**config.mk**
```make
export PLATFORM = sky130hd
export DESIGN_NAME = gecko_writeback_arbiter
export DESIGN_NICKNAME = d
export VERILOG_FILES = /design/src/rtl/gecko_pkg.sv /design/src/rtl/gecko_wb_grant.sv /design/src/rtl/gecko_writeback_arbiter.sv
export SDC_FILE = /design/constraint.sdc
export NUM_CORES = 1
export LEC_CHECK = 0
export CAP_MARGIN = 15
export CORE_MARGIN = 4
export CORE_UTILIZATION = 35
export DETAILED_ROUTE_END_ITERATION = 8
export GPL_TIMING_DRIVEN = 0
export PLACE_DENSITY = 0.79
export SLEW_MARGIN = 20
export SYNTH_ARGS = -nofsm -noshare
export SYNTH_HDL_FRONTEND = slang
export SYNTH_SLANG_ARGS = --single-unit
```
**constraint.sdc**
```tcl
create_clock -name clk -period 2.05 [get_ports clk]
set_input_delay 0.205 -clock clk [delete_from_list [all_inputs] [get_ports clk]]
set_output_delay 0.205 -clock clk [all_outputs]
set_load 0.05 [all_outputs]
```
**src/rtl/gecko_pkg.sv**
```systemverilog
// Shared gecko types and helpers for the writeback stage: result payloads,
// load formatting and forwarding-bus construction.
package gecko_pkg;

    typedef logic       gecko_jump_flag_t;
    typedef logic [4:0] gecko_reg_addr_t;
    typedef logic [4:0] gecko_retired_count_t;

    typedef enum logic [2:0] {
        LS_B  = 3'd0,
        LS_H  = 3'd1,
        LS_W  = 3'd2,
        LS_BU = 3'd4,
        LS_HU = 3'd5
    } gecko_load_store_op_t;

    typedef struct packed {
        gecko_reg_addr_t  addr;
        logic [31:0]      value;
        logic             speculative;
        gecko_jump_flag_t jump_flag;
    } gecko_operation_t;

    typedef struct packed {
        gecko_load_store_op_t op;
        logic [1:0]           offset;
        gecko_reg_addr_t      addr;
    } gecko_mem_operation_t;

    typedef struct packed {
        logic            valid;
        gecko_reg_addr_t addr;
        logic [31:0]     value;
    } gecko_forwarded_t;

    typedef enum logic [1:0] {
        GECKO_WB_EXEC,
        GECKO_WB_SYS,
        GECKO_WB_LOAD
    } gecko_wb_source_t;

    // Byte lane selected by offset is shifted down before extension; unknown ops read a full word.
    function automatic gecko_operation_t gecko_get_load_operation(
        input gecko_mem_operation_t meta,
        input logic [31:0]          data
    );
        gecko_operation_t result;
        logic [31:0]      shifted;
        shifted            = data >> {meta.offset, 3'b000};
        result             = '0;
        result.addr        = meta.addr;
        result.speculative = 1'b0;
        case (meta.op)
            LS_B:    result.value = {{24{shifted[7]}}, shifted[7:0]};
            LS_H:    result.value = {{16{shifted[15]}}, shifted[15:0]};
            LS_BU:   result.value = {24'h0, shifted[7:0]};
            LS_HU:   result.value = {16'h0, shifted[15:0]};
            default: result.value = data;
        endcase
        return result;
    endfunction

    function automatic gecko_forwarded_t gecko_construct_forward(
        input logic             valid,
        input gecko_operation_t op
    );
        gecko_forwarded_t fwd;
        fwd.valid = valid;
        fwd.addr  = op.addr;
        fwd.value = op.value;
        return fwd;
    endfunction

endpackage

```
**src/rtl/gecko_wb_grant.sv**
```systemverilog
// Combinational three-source grant for the writeback port: load first, then
// exec/sys by round-robin pointer or fixed system-over-execute priority.
module gecko_wb_grant
    import gecko_pkg::*;
#(
    parameter bit ROUND_ROBIN = 1'b1
) (
    input  logic             exec_valid,
    input  logic             sys_valid,
    input  logic             load_valid,
    input  gecko_wb_source_t rr_pointer,
    output logic [2:0]       grant
);

    always_comb begin
        grant = '0;
        if (load_valid) begin
            grant[GECKO_WB_LOAD] = 1'b1;
        end else if (ROUND_ROBIN && rr_pointer == GECKO_WB_EXEC) begin
            if (exec_valid)     grant[GECKO_WB_EXEC] = 1'b1;
            else if (sys_valid) grant[GECKO_WB_SYS]  = 1'b1;
        end else begin
            if (sys_valid)       grant[GECKO_WB_SYS]  = 1'b1;
            else if (exec_valid) grant[GECKO_WB_EXEC] = 1'b1;
        end
    end

endmodule

```
**src/rtl/gecko_writeback_arbiter.sv**
```systemverilog
// Register-file write port arbiter: grants one of load/system/execute per cycle,
// drops mis-speculated and x0 results, and registers the winning write.
module gecko_writeback_arbiter
    import gecko_pkg::*;
#(
    parameter bit ROUND_ROBIN     = 1'b1,
    parameter bit RETIRE_SATURATE = 1'b1
) (
    input  logic                 clk,
    input  logic                 rst,
    input  logic                 exec_valid,
    output logic                 exec_ready,
    input  gecko_operation_t     exec_op,
    input  logic                 sys_valid,
    output logic                 sys_ready,
    input  gecko_operation_t     sys_op,
    input  logic                 load_valid,
    output logic                 load_ready,
    input  gecko_mem_operation_t load_meta,
    input  logic [31:0]          load_data,
    input  gecko_jump_flag_t     current_jump_flag,
    output logic                 wb_valid,
    output gecko_operation_t     wb_op,
    output gecko_forwarded_t     forward,
    output gecko_retired_count_t retired_count
);

    gecko_wb_source_t rr_pointer, rr_next;
    logic [2:0]       grant;
    gecko_operation_t load_op, cand_op;
    logic             cand_write;

    gecko_wb_grant #(.ROUND_ROBIN(ROUND_ROBIN)) u_grant (
        .exec_valid (exec_valid),
        .sys_valid  (sys_valid),
        .load_valid (load_valid),
        .rr_pointer (rr_pointer),
        .grant      (grant)
    );

    assign load_op    = gecko_get_load_operation(load_meta, load_data);
    assign exec_ready = grant[GECKO_WB_EXEC] & ~rst;
    assign sys_ready  = grant[GECKO_WB_SYS] & ~rst;
    assign load_ready = ~rst;

    always_comb begin
        rr_next    = rr_pointer;
        cand_op    = '0;
        cand_write = 1'b0;
        if (grant[GECKO_WB_LOAD]) begin
            cand_op    = load_op;
            cand_write = (load_op.addr != '0);
        end else if (grant[GECKO_WB_SYS]) begin
            cand_op    = sys_op;
            cand_write = (sys_op.addr != '0) &&
                         !(sys_op.speculative && sys_op.jump_flag != current_jump_flag);
            if (rr_pointer == GECKO_WB_SYS) rr_next = GECKO_WB_EXEC;
        end else if (grant[GECKO_WB_EXEC]) begin
            cand_op    = exec_op;
            cand_write = (exec_op.addr != '0) &&
                         !(exec_op.speculative && exec_op.jump_flag != current_jump_flag);
            if (rr_pointer == GECKO_WB_EXEC) rr_next = GECKO_WB_SYS;
        end
        cand_op.speculative = 1'b0;
    end

    always_ff @(posedge clk or posedge rst) begin
        if (rst) rr_pointer <= GECKO_WB_EXEC;
        else     rr_pointer <= rr_next;
    end

    // Count is bumped on the same edge that raises wb_valid so it tracks committed writes.
    always_ff @(posedge clk or posedge rst) begin
        if (rst) begin
            wb_valid      <= 1'b0;
            wb_op         <= '0;
            retired_count <= '0;
        end else begin
            wb_valid <= cand_write;
            if (cand_write) begin
                wb_op <= cand_op;
                if (!(RETIRE_SATURATE && retired_count == '1))
                    retired_count <= retired_count + 5'd1;
            end
        end
    end

    assign forward = gecko_construct_forward(wb_valid, wb_op);

endmodule

```
[Yosys cells after proc, flatten, opt, wreduce, memory -nomap -nowiden]
Cells that the tools add are included.
Cells by class
  eq/ne operators: 8
  shift operators: 1
  $add $sub $neg: 1
  mux-type cells: 18
  reductions and logical operators: 15
  bitwise gates (word level): 5
Operators with widths (count)
  32-bit case mux with 4 select lines: 1
  39-bit 2-to-1 mux: 3
  32-bit by 5-bit >> shifter with 16-bit output: 1
  5-bit nonzero test: 3
  2-bit 2-to-1 mux: 6
  1-bit 2-to-1 mux: 8
  3-bit == test (second input constant): 2
  5-bit by 1-bit adder with 5-bit output (second input constant): 1
  5-bit == test (second input constant): 1
  1-bit logical AND: 4
  4-bit AND reduction: 1
  2-bit nonzero test: 2
  3-bit by 1-bit == test with 1-bit output (second input constant): 1
  3-bit zero test: 1
  1-bit inverter: 3
  1-bit bitwise AND: 2
  2-bit by 1-bit == test with 1-bit output (second input constant): 1
  1-bit zero test: 2
  2-bit zero test: 1
  1-bit != test: 2
  2-bit by 1-bit != test with 1-bit output (second input constant): 1
  2-bit AND reduction: 1
Word-level totals
  register bits after elaboration: 46
  logic and storage cells: 54
  output and inout port bits: 86
  input bits: 126

[Longest topological paths before layout]
Gate-level depths: netlist (run 1).
  word-level depth: 8
  gate-level depth with buffers: 7
  gate-level depth less buffers: 7

[By module]
A second synthesis (run 1) with hierarchy kept.
Unflattened totals
  cell total of the unflattened synthesis: 367
  area total of the unflattened synthesis: 3434.5 um2
Modules (own cells, without submodules)
  gecko_writeback_arbiter: cells each 361, instances 1, area an instance 3398.3 um2, seq. area each 1126.1 um2
  gecko_wb_grant: cells each 6, instances 1, area an instance 36.3 um2, seq. area each 0.0 um2

[Least setup slack after synthesis (run 1)]
Ideal clock, no wire load.
  path type: reg2out
  start point: reg rr_pointer[0]
  end point: out sys_ready
  required time: 1.845 ns
  arrival: 2.211 ns
  stages on the path, launching flop included: 5
  slack: -0.366 ns
  buffers on the path: 1
  cell sequence: dfrtp_1 -> inv_1 -> a21boi_1 -> clkbuf_1 -> nor3b_1
Between the ends
  cells in the longest elaborated chain, start to end: 4
RTL lines
  start: declaration: line gecko_writeback_arbiter.sv:28  | gecko_wb_source_t rr_pointer, rr_next;
  start signal: assignment: line gecko_writeback_arbiter.sv:69  | else rr_pointer <= rr_next;
  2-bit zero test: line gecko_wb_grant.sv:19  | end else if (ROUND_ROBIN && rr_pointer == GECKO_WB_EXEC) begin
  2-bit 2-to-1 mux: line gecko_wb_grant.sv:19
  2-bit 2-to-1 mux: line gecko_wb_grant.sv:17  | if (load_valid) begin
  1-bit bitwise AND: line gecko_writeback_arbiter.sv:43  | assign sys_ready = grant[GECKO_WB_SYS] & ~rst;
  end: declaration: line gecko_writeback_arbiter.sv:15  | output logic sys_ready,
No other way between the ends.

[Worst setup path after layout (run 1)]
  start point: in load_valid
  end point: out sys_ready
Between the ends
  cells in the longest elaborated chain, start to end: 2
RTL lines
  start: declaration: line gecko_writeback_arbiter.sv:17  | input logic load_valid,
  2-bit 2-to-1 mux: line gecko_wb_grant.sv:17
  1-bit bitwise AND: line gecko_writeback_arbiter.sv:43
No other way between the ends.

==> flow_metrics.tcl, run 1 <==
set metrics [dict create \
    vdd_drop_max_v 0.0004175 \
    clk_latency_ps 300 \
    ctsHoldBuffers 0 \
    die_area_um2 11710 \
    clk_pin_slew_ps 90 \
    hp-class "in -> async" \
    dieHeight_um 108.2 \
    outcome "completed" \
    synthesis.nets 509 \
    num_vias 3919 \
    cts-root-buf "clkbuf_8" \
    first_pass_iters 4 \
    ys_ff_latch 45 \
    track_usage_pct 23.86 \
    h-tree-depth 2 \
    critPathMaxStageDelay_ps 460 \
    path_cells "dlygate4sd2_1, clkbuf_4, clkbuf_4, clkbuf_2, nor3b_2, clkbuf_4" \
    hpwl_um 11460 \
    slew_headroom_pct 57.64 \
    synth_cells 381 \
    period_needed_ps 1999 \
    yosys-top-cells-area "dfrtp_1, buf_4, mux2i_1, a221o_1, mux2_1" \
    cp_slowest_cell "dlygate4sd2_1" \
    finalSetupViolCount 0 \
    synth_top_area_share_pct 32.05 \
    fin_worst_skew_ps 3.360 \
    drive_above_1_share_pct 15.98 \
    cp-end-kind "output pin" \
    die_w_um 108.2 \
    wl_per_cell_um 19.37 \
    hold_slack_ps 340.6 \
    io_pins 212 \
    synth_most_common_cell "dfrtp_1" \
    synthArstFlopShare_pct 100.0 \
    yosysTopAreaCell "dfrtp_1" \
    cpMostUsedCell "clkbuf_4" \
    hold_viol 0 \
    ant_nets 0 \
    grt_pass1_wl_um 21860 \
    nNetsFinal 734 \
    ys_types 51 \
    utilization_pct 61.97 \
    num_rows 36 \
    syn_area_um2 3513 \
    numCtsBuffers 5 \
    clkSinkCount 45 \
    period_share_pct 97.52 \
    start_util_pct 35.94 \
    port_buffers 209 \
    synth_common_cells "dfrtp_1, buf_4, mux2i_1" \
    drt_wl_total_um 14330 \
    yosysWarnings 0 \
    seq_area_frac_synth_pct 32.05 \
    synth-edff-count 0 \
    drc 0 \
    coreArea_um2 9774 \
    clockBufferDepth 2 \
    place_area_um2 5809 \
    final_cells 740 \
    via_per_inst 5.296 \
    critPathMaxFanout 10 \
    worst-endpoint-required_ps 1850 \
    p_total_uw 5054 \
    rsz0062_at_grt "no" \
    dp.cells 724 \
    drv_slew 0 \
    num_antenna_cells 0 \
    worst_pin_slew_ps 635.4 \
    antenna_found_initial 0 \
    synth_flop_cell "dfrtp_1" \
    worstPathArrival_ps 1790 \
    avgSynthCellArea_um2 9.221 \
    critPathLaunchType "input pin" \
    grt-ovfl-total 0 \
    crit_type "in -> out" \
    nFillCells 849 \
    fmax_ghz 0.5002 \
    cts_tree "done" \
    gp_congestion 0.8350 \
    fin_area_um2 6057 \
    pwr_density_cell_nw_per_um2 834.4 \
    grt_start_max_net_pins 26 \
    area.growth.synth_to_final_pct 72.40 \
    grt_pass1_vias 4206 \
    dr.first_iter.drc_count 172 \
    p_leak_uw 0.002598 \
    cap_violations 0 \
]
path summary, 6_finish.rpt:
kind / start / end / slack, ps / depth (start not counted)
setup / recovery: load_valid / sys_ready / 50 / 6
max in group asynchronous: rst / rr_pointer[0] / 1260 / 3
min in group clk: sys_valid / rr_pointer[0] / 400 / 3
setup reg to reg: rr_pointer[0] / forward[14] / 70 / 7
hold reg to reg: retired_count[3] / retired_count[3] / 500 / 1
hold / removal: rst / retired_count[0] / 340 / 2
worst max-delay path, delay by kind of cell:
family                 cells  cell delay, ps
buffers and inverters      5            1500
and+or+nand+nor            1              80
flip-flops by register name, summed over array words and instances (netlist names):
name / cells
wb_valid: 1
forward: 37
wb_op: 1
rr_pointer: 1
retired_count: 5
final cells by class:
cell class                 count  area [um^2]  area share (%)
buffer                        64        430.4           7.106
clock inverter                 1        30.03          0.4958
inverter                      22        85.08           1.405
multi-input combinational    249         1947           32.14
sequential                    45         1127           18.61
timing repair buffer         219         2185           36.07
tap                          133        166.4           2.747
clock buffer                   7        86.33           1.425
logic make-up (layout without fill, tap and decap cells):
family | Yosys count | in the layout | synth area share, %
AO/OA/AOI/OAI | 112 | 112 | 25.18
XOR/XNOR | 5 | 5 | 1.246
adder cells (fa/ha/maj) | 2 | 2 | 0.7121
buffers and inverters | 87 | 313 | 14.10
flip-flops | 45 | 45 | 32.05
multiplexers | 46 | 46 | 14.14
other | 1 | 1 | 0.1067
AND/OR/NAND/NOR | 83 | 83 | 12.46
metrics by stage:
stage	worst slack [ps]	TNS, ps
6_report	50.93	0
5_1_grt	2.429	0
4_1_cts	-29.54	-49.33
3_5_place_dp	-1186	-19840
3_3_place_gp	-1267	-31270
2_1_floorplan	113.1	0
per-layer routing:
| layer | share of wire (%) | GRT usage (%) |
|---|---|---|
| met5 | 0 | 0 |
| met4 | 2.3 | 5.951 |
| met3 | 7.7 | 6.090 |
| met2 | 51 | 42.45 |
| met1 | 39 | 28.72 |
placed cells by master, fill, tap and decap left out, drive strengths merged, types with 3 or more instances in the layout:
cell             n
o221ai           9
a22o             4
nor3b            3
dfrtp           45
o2bb2ai          6
nand2b           9
and3             3
clkbuf          25
nor2            13
a22oi           15
a31oi            8
o21ai           21
a221oi          13
xor2             4
nor3             3
inv             22
mux2i           26
nand2           21
and2            19
a221o           17
clkdlybuf4s50  202
a21oi            4
nor2b            5
mux2            19
a211oi           6
dlygate4sd2      3
buf             58
power breakdown:
part	internal [uW]	switching [uW]	total, uW
registers	1080	186	1270
clock network	398	319	717
logic	1260	1820	3070
total	2730	2320	5050
repair_timing:
item / 4_1_cts / 5_1_grt
cloned: 1 / 0
setup endpoints to repair: 42 / 37
resized for setup: 29 / 17
pin swaps: 1 / 4
buffers inserted: 7 / 1
Power figures use the tool's default switching activity.
==> run 2, diff against run 1 <==
--- a/config.mk
+++ b/config.mk
@@ -7,11 +7,10 @@
 export LEC_CHECK = 0
 export CAP_MARGIN = 15
 export CORE_MARGIN = 4
-export CORE_UTILIZATION = 35
+export CORE_UTILIZATION = 25
 export DETAILED_ROUTE_END_ITERATION = 8
 export GPL_TIMING_DRIVEN = 0
-export PLACE_DENSITY = 0.79
-export SLEW_MARGIN = 20
+export PLACE_DENSITY = 0.61
 export SYNTH_ARGS = -nofsm -noshare
 export SYNTH_HDL_FRONTEND = slang
 export SYNTH_SLANG_ARGS = --single-unit
==> run 2 against run 1 <==
Net effect: largest power group unchanged; via count decreased by 3.4%; critical path type is now in -> reg; largest cell class unchanged; critical path depth increased by 1; combinational power about the same; clock-buffer cell count increased by 1.
==> flow_metrics.tcl, run 2 (synthesis gave the netlist of run 1 again) <==
set metrics [dict create \
    critPathLaunchType "input pin" \
    track_usage_pct 18.16 \
    power.internal_uw 2787 \
    drive_above_1_share_pct 15.42 \
    switching_share_pct 45.41 \
    numCtsBuffers 5 \
    slew_headroom_pct 60.55 \
    grt_pass1_vias 4101 \
    place_area_um2 5861 \
    pwr-share-seq_pct 24.7 \
    hp-class "in -> async" \
    cp.buffers_inverters 3 \
    wl_met1_um 6420 \
    critPathMaxFanout 10 \
    hold_slack_ps 357.0 \
    clkPwrFrac_pct 15.6 \
    utilization_pct 44.20 \
    dr.first_iter.drc_count 189 \
    dieHeight_um 126.5 \
    power_frac_comb_pct 59.6 \
    via_per_inst 4.835 \
    cap_violations 0 \
    port_buffers 209 \
    largest_reg_flops 37 \
    grt_pass1_wl_um 23000 \
    area.growth.synth_to_final_pct 73.93 \
    rsz0062_at_grt "yes" \
    worst-endpoint-required_ps 2220 \
    fin_worst_skew_ps 5.612 \
    final_common_cell "clkdlybuf4s50_1" \
    period_needed_ps 2019 \
    nFillCells 1335 \
    h-tree-depth 2 \
    grt-ovfl-total 0 \
    num_rows 43 \
    clk_latency_ps 280 \
    wl_per_cell_um 18.95 \
    num_vias 3786 \
    crit_cells 7 \
    worst_pin_slew_ps 591.8 \
    die_area_um2 16010 \
    p_leak_uw 0.002592 \
    coreArea_um2 13830 \
    grt_start_max_net_pins 28 \
    num_antenna_cells 0 \
    route.met2.wl_um 7050 \
    antenna_found_initial 0 \
    crit_type "in -> reg" \
    drt_wl_total_um 14840 \
    cp_slowest_cell "nor4_1" \
    period_share_pct 98.47 \
    fmax_ghz 0.4954 \
    critical_path.top_delay_family "simple AND/OR/NAND/NOR gates" \
    io_pins 212 \
    worstPathArrival_ps 2190 \
    p_total_uw 5105 \
    die_w_um 126.5 \
    outcome "completed" \
    hpwl_um 11870 \
    clkSinkCount 45 \
    path_cells "clkdlybuf4s50_1, nor4_1, and3b_2, a21oi_4, buf_12, buf_6, mux2_1" \
    clockBufferDepth 2 \
    vdd_drop_max_v 0.0003922 \
    cts_tree "done" \
    finalSetupViolCount 0 \
    cp-end-kind "flop" \
    route.met3.wl_um 1112 \
    drc 0 \
    start_util_pct 25.41 \
    gp_congestion 0.7970 \
    cts-root-buf "clkbuf_16" \
    ant_nets 0 \
    clk_pin_slew_ps 60 \
    critPathMaxStageDelay_ps 480 \
    r2r_cells 7 \
    hold_viol 0 \
    fin_area_um2 6111 \
    pwr_density_cell_nw_per_um2 835.5 \
    first_pass_iters 4 \
    nNetsFinal 730 \
    routed.top_layer "met4" \
    drv_slew 0 \
    power.switching_uw 2318 \
    layout_common_cells "clkdlybuf4s50_1, buf_4, dfrtp_1" \
]
## run 2: metrics by stage
step | worst slack (ps) | TNS, ps | cells
floorplan | 113.1 | 0 | 381
global placement | -1383 | -43010 | 770
detailed placement | -1275 | -25190 | 771
CTS | -77.46 | -1223 | 780
global route | -26.71 | -75.44 | 783
finish | 31.36 | 0 | 783
## run 2: cell type report
class	instances	area, um^2	share of cell area [%]
plain buffers	64	426.7	6.982
clock buffers	8	136.4	2.232
inverters	22	82.58	1.351
multi-input cells	249	1948	31.88
flip-flops and latches	45	1127	18.45
well taps	180	225.2	3.686
repair buffers	215	2165	35.42
## run 2: timing repair
action | CTS | global route
buffers inserted | 2 | 3
pin swaps | 1 | 1
endpoints found under the setup margin | 43 | 30
gates resized for setup | 26 | 17
hold buffers | 0 | 0
## run 2: metal layers
metal  GRT usage, %  up-vias
met4          4.353        0
li1               -     1807
met1          23.90     1802
met5              0        -
met2          30.04      161
met3          4.463       16
## run 2: power groups by stage
stage | clock [uW] | sequential (uW) | combinational [uW]
global route | 866 | 1310 | 3200
finish | 799 | 1260 | 3040
global placement | 0 | 1270 | 2990
floorplan | 0 | 1890 | 1270
detailed placement | 0 | 1280 | 3010
CTS | 824 | 1270 | 3040
## run 2: path summary, 6_finish.rpt
| check | startpoint | to | slack [ps] |
|---|---|---|---|
| min in group clk | sys_valid | rr_pointer[0] | 420 |
| max in group asynchronous | rst | rr_pointer[0] | 1170 |
| min | rst | forward[33] | 360 |
| min reg2reg | retired_count[3] | retired_count[3] | 490 |
| max reg2reg | rr_pointer[0] | forward[11] | 30 |
| max | load_meta[2] | forward[11] | 30 |
==> run 3, diff against run 2 <==
--- a/config.mk
+++ b/config.mk
@@ -6,11 +6,13 @@
 export NUM_CORES = 1
 export LEC_CHECK = 0
 export CAP_MARGIN = 15
-export CORE_MARGIN = 4
+export CORE_MARGIN = 1
 export CORE_UTILIZATION = 25
 export DETAILED_ROUTE_END_ITERATION = 8
 export GPL_TIMING_DRIVEN = 0
 export PLACE_DENSITY = 0.61
+export SKIP_LAST_GASP = 1
 export SYNTH_ARGS = -nofsm -noshare
 export SYNTH_HDL_FRONTEND = slang
+export SYNTH_HIERARCHICAL = 1
 export SYNTH_SLANG_ARGS = --single-unit
==> run 3 against run 2 <==
Net effect: critical path depth down 2; clock-buffer cell count down 3; fmax down 0.44%; largest cell class unchanged; largest power group unchanged.
==> flow_metrics.tcl, run 3 <==
set metrics [dict create \
    ys_types 51 \
    num_vias 3765 \
    clkSinkCount 45 \
    cp-end-kind "output pin" \
    layout_common_cells "clkdlybuf4s50_1, buf_4, dfrtp_1" \
    drive_above_1_share_pct 22.34 \
    worst_setup_path_startpoint "rr_pointer[0]" \
    period_needed_ps 2028 \
    synthArstFlopShare_pct 100.0 \
    dr.first_iter.drc_count 205 \
    start_util_pct 25.83 \
    r2r_cells 8 \
    hold_viol 0 \
    yosys-top-cells-area "dfrtp_1, buf_4, a222oi_1, a22oi_1, nor2_1" \
    yosysWarnings 6 \
    endpoint "exec_ready" \
    synth_most_common_cell "dfrtp_1" \
    slew_headroom_pct 60.82 \
    outcome "completed" \
    ys_ff_latch 45 \
    synth_top_area_share_pct 32.79 \
    drc 0 \
    ctsHoldBuffers 0 \
    worst_pin_slew_ps 587.8 \
    worst-endpoint-required_ps 1850 \
    rr_endpoint "retired_count[4]" \
    cts-root-buf "clkbuf_16" \
    dieHeight_um 119.2 \
    numCtsBuffers 5 \
    finalSetupViolCount 0 \
    period_share_pct 98.91 \
    critPathLaunchType "flop" \
    cap_violations 0 \
    grt_pass1_vias 3839 \
    critPathMaxFanout 3 \
    pwr_density_cell_nw_per_um2 778.8 \
    coreArea_um2 13300 \
    first_pass_iters 5 \
    avgSynthCellArea_um2 9.358 \
    io_pins 212 \
    ant_nets 0 \
    wl_per_cell_um 17.87 \
    antenna_found_initial 0 \
    die_w_um 119.2 \
    crit_type "reg -> out" \
    critPathMaxStageDelay_ps 550 \
    regToRegSetupSlack_ps 70 \
    hp-class "in -> async" \
    num_antenna_cells 0 \
    syn_area_um2 3435 \
    fin_worst_skew_ps 6.399 \
    vdd_drop_max_v 0.0004136 \
    largest_reg_flops 37 \
    hpwl_um 11320 \
    cts_tree "done" \
    clk_latency_ps 290 \
    synth_common_cells "dfrtp_1, buf_4, nor2_1" \
    grt-ovfl-total 0 \
    synth-edff-count 0 \
    clk_pin_slew_ps 70 \
    gp_congestion 0.8510 \
    track_usage_pct 18.81 \
    h-tree-depth 2 \
    via_per_inst 4.909 \
    nNetsFinal 718 \
    seq_area_frac_synth_pct 32.79 \
    port_buffers 210 \
    dp_slack_ps -609.4 \
    setup_tns_ps 0 \
    area.growth.synth_to_final_pct 76.28 \
    grt_start_max_net_pins 27 \
    worst_slack_ps 22.39 \
    p_leak_uw 0.002379 \
    drv_slew 0 \
    clockBufferDepth 2 \
    synth_flop_cell "dfrtp_1" \
    fmax_ghz 0.4932 \
    worstPathArrival_ps 1820 \
    rsz0062_at_grt "yes" \
    path_cells "o21ai_1, and3b_2, buf_4, nor2b_1, dlygate4sd2_1" \
    die_area_um2 14210 \
    r2r_start "rr_pointer[0]" \
    final_common_cell "clkdlybuf4s50_1" \
    cp_slowest_cell "dlygate4sd2_1" \
    drt_wl_total_um 13710 \
    num_rows 42 \
    yosysTopAreaCell "dfrtp_1" \
    synth_cells 367 \
    grt_pass1_wl_um 20540 \
]
## run 3: kinds of logic (layout without fill, tap and decap cells)
kind of cell	after synthesis	after routing	synth area share, %
adders and majority gates	2	2	0.7285
other	1	3	0.1092
AOI/OAI and AO/OA	118	118	29.18
DFF	45	45	32.79
muxes	13	13	4.481
and+or+nand+nor	103	103	16.32
buffers and inverters	80	302	15.12
xor gates and xnor gates	5	5	1.275
## run 3: final cells by class
type                    instances  area (um^2)
plain buffers                  68        494.2
well taps                     176        220.2
flip-flops and latches         45         1126
repair buffers                215         2146
clock inverters                 3        22.52
multi-input cells             244         1869
inverters                      11        51.30
clock buffers                   5        125.1
fillers                      1270         7241
## run 3: report_power, final
| group | leakage (uW) | total, uW | switching, uW | internal, uW |
|---|---|---|---|---|
| clock network | 0.0000621 | 811 | 359 | 452 |
| logic | 0.00178 | 2670 | 1560 | 1110 |
| registers | 0.000541 | 1230 | 178 | 1060 |
| total | 0.00238 | 4720 | 2090 | 2620 |
## run 3: timing repair
item                       in CTS  in global routing
buffers inserted                0                  4
pin swaps                       0                  3
setup endpoints to repair      46                 46
cloned                          0                  0
gates resized for setup        17                 31
## run 3: worst min-delay path by stage
stage	from	to	slack [ps]
final	rst	wb_op[0]	310
after global routing	rst	wb_op[0]	320
after CTS	rst	wb_op[0]	300
after detailed placement	retired_count[3]	retired_count[3]	490
after global placement	retired_count[3]	retired_count[3]	480
after floorplan	load_meta[3]	forward[35]	380
## run 3: through the flow
step	hold slack (ps)	total power, uW	cell area (um^2)	instances	util, %
2_1_floorplan	382.7	2904	3442	369	-
3_3_place_gp	482.8	3861	5764	755	43.36
3_5_place_dp	489.1	3902	5784	756	43.51
4_1_cts	298.0	4734	5961	764	44.83
5_1_grt	321.4	4909	6055	767	45.54
6_report	308.4	4715	6055	767	45.54
## run 3: routing by layer
| layer | up-vias | GRT usage [%] | routed length, um |
|---|---|---|---|
| li1 | 1781 | - | - |
| met1 | 1805 | 22.52 | 5597 |
| met2 | 168 | 34.27 | 6953 |
| met3 | 11 | 4.119 | 1021 |
| met4 | 0 | 3.639 | 134 |
| met5 | - | 0 | 0 |
## run 3: worst max-delay path, delay by kind of cell (launching register included)
family / cells / cell delay, ps
compound gates: 1 / 130
buf+inv: 2 / 670
flops: 1 / 410
simple gates: 2 / 320
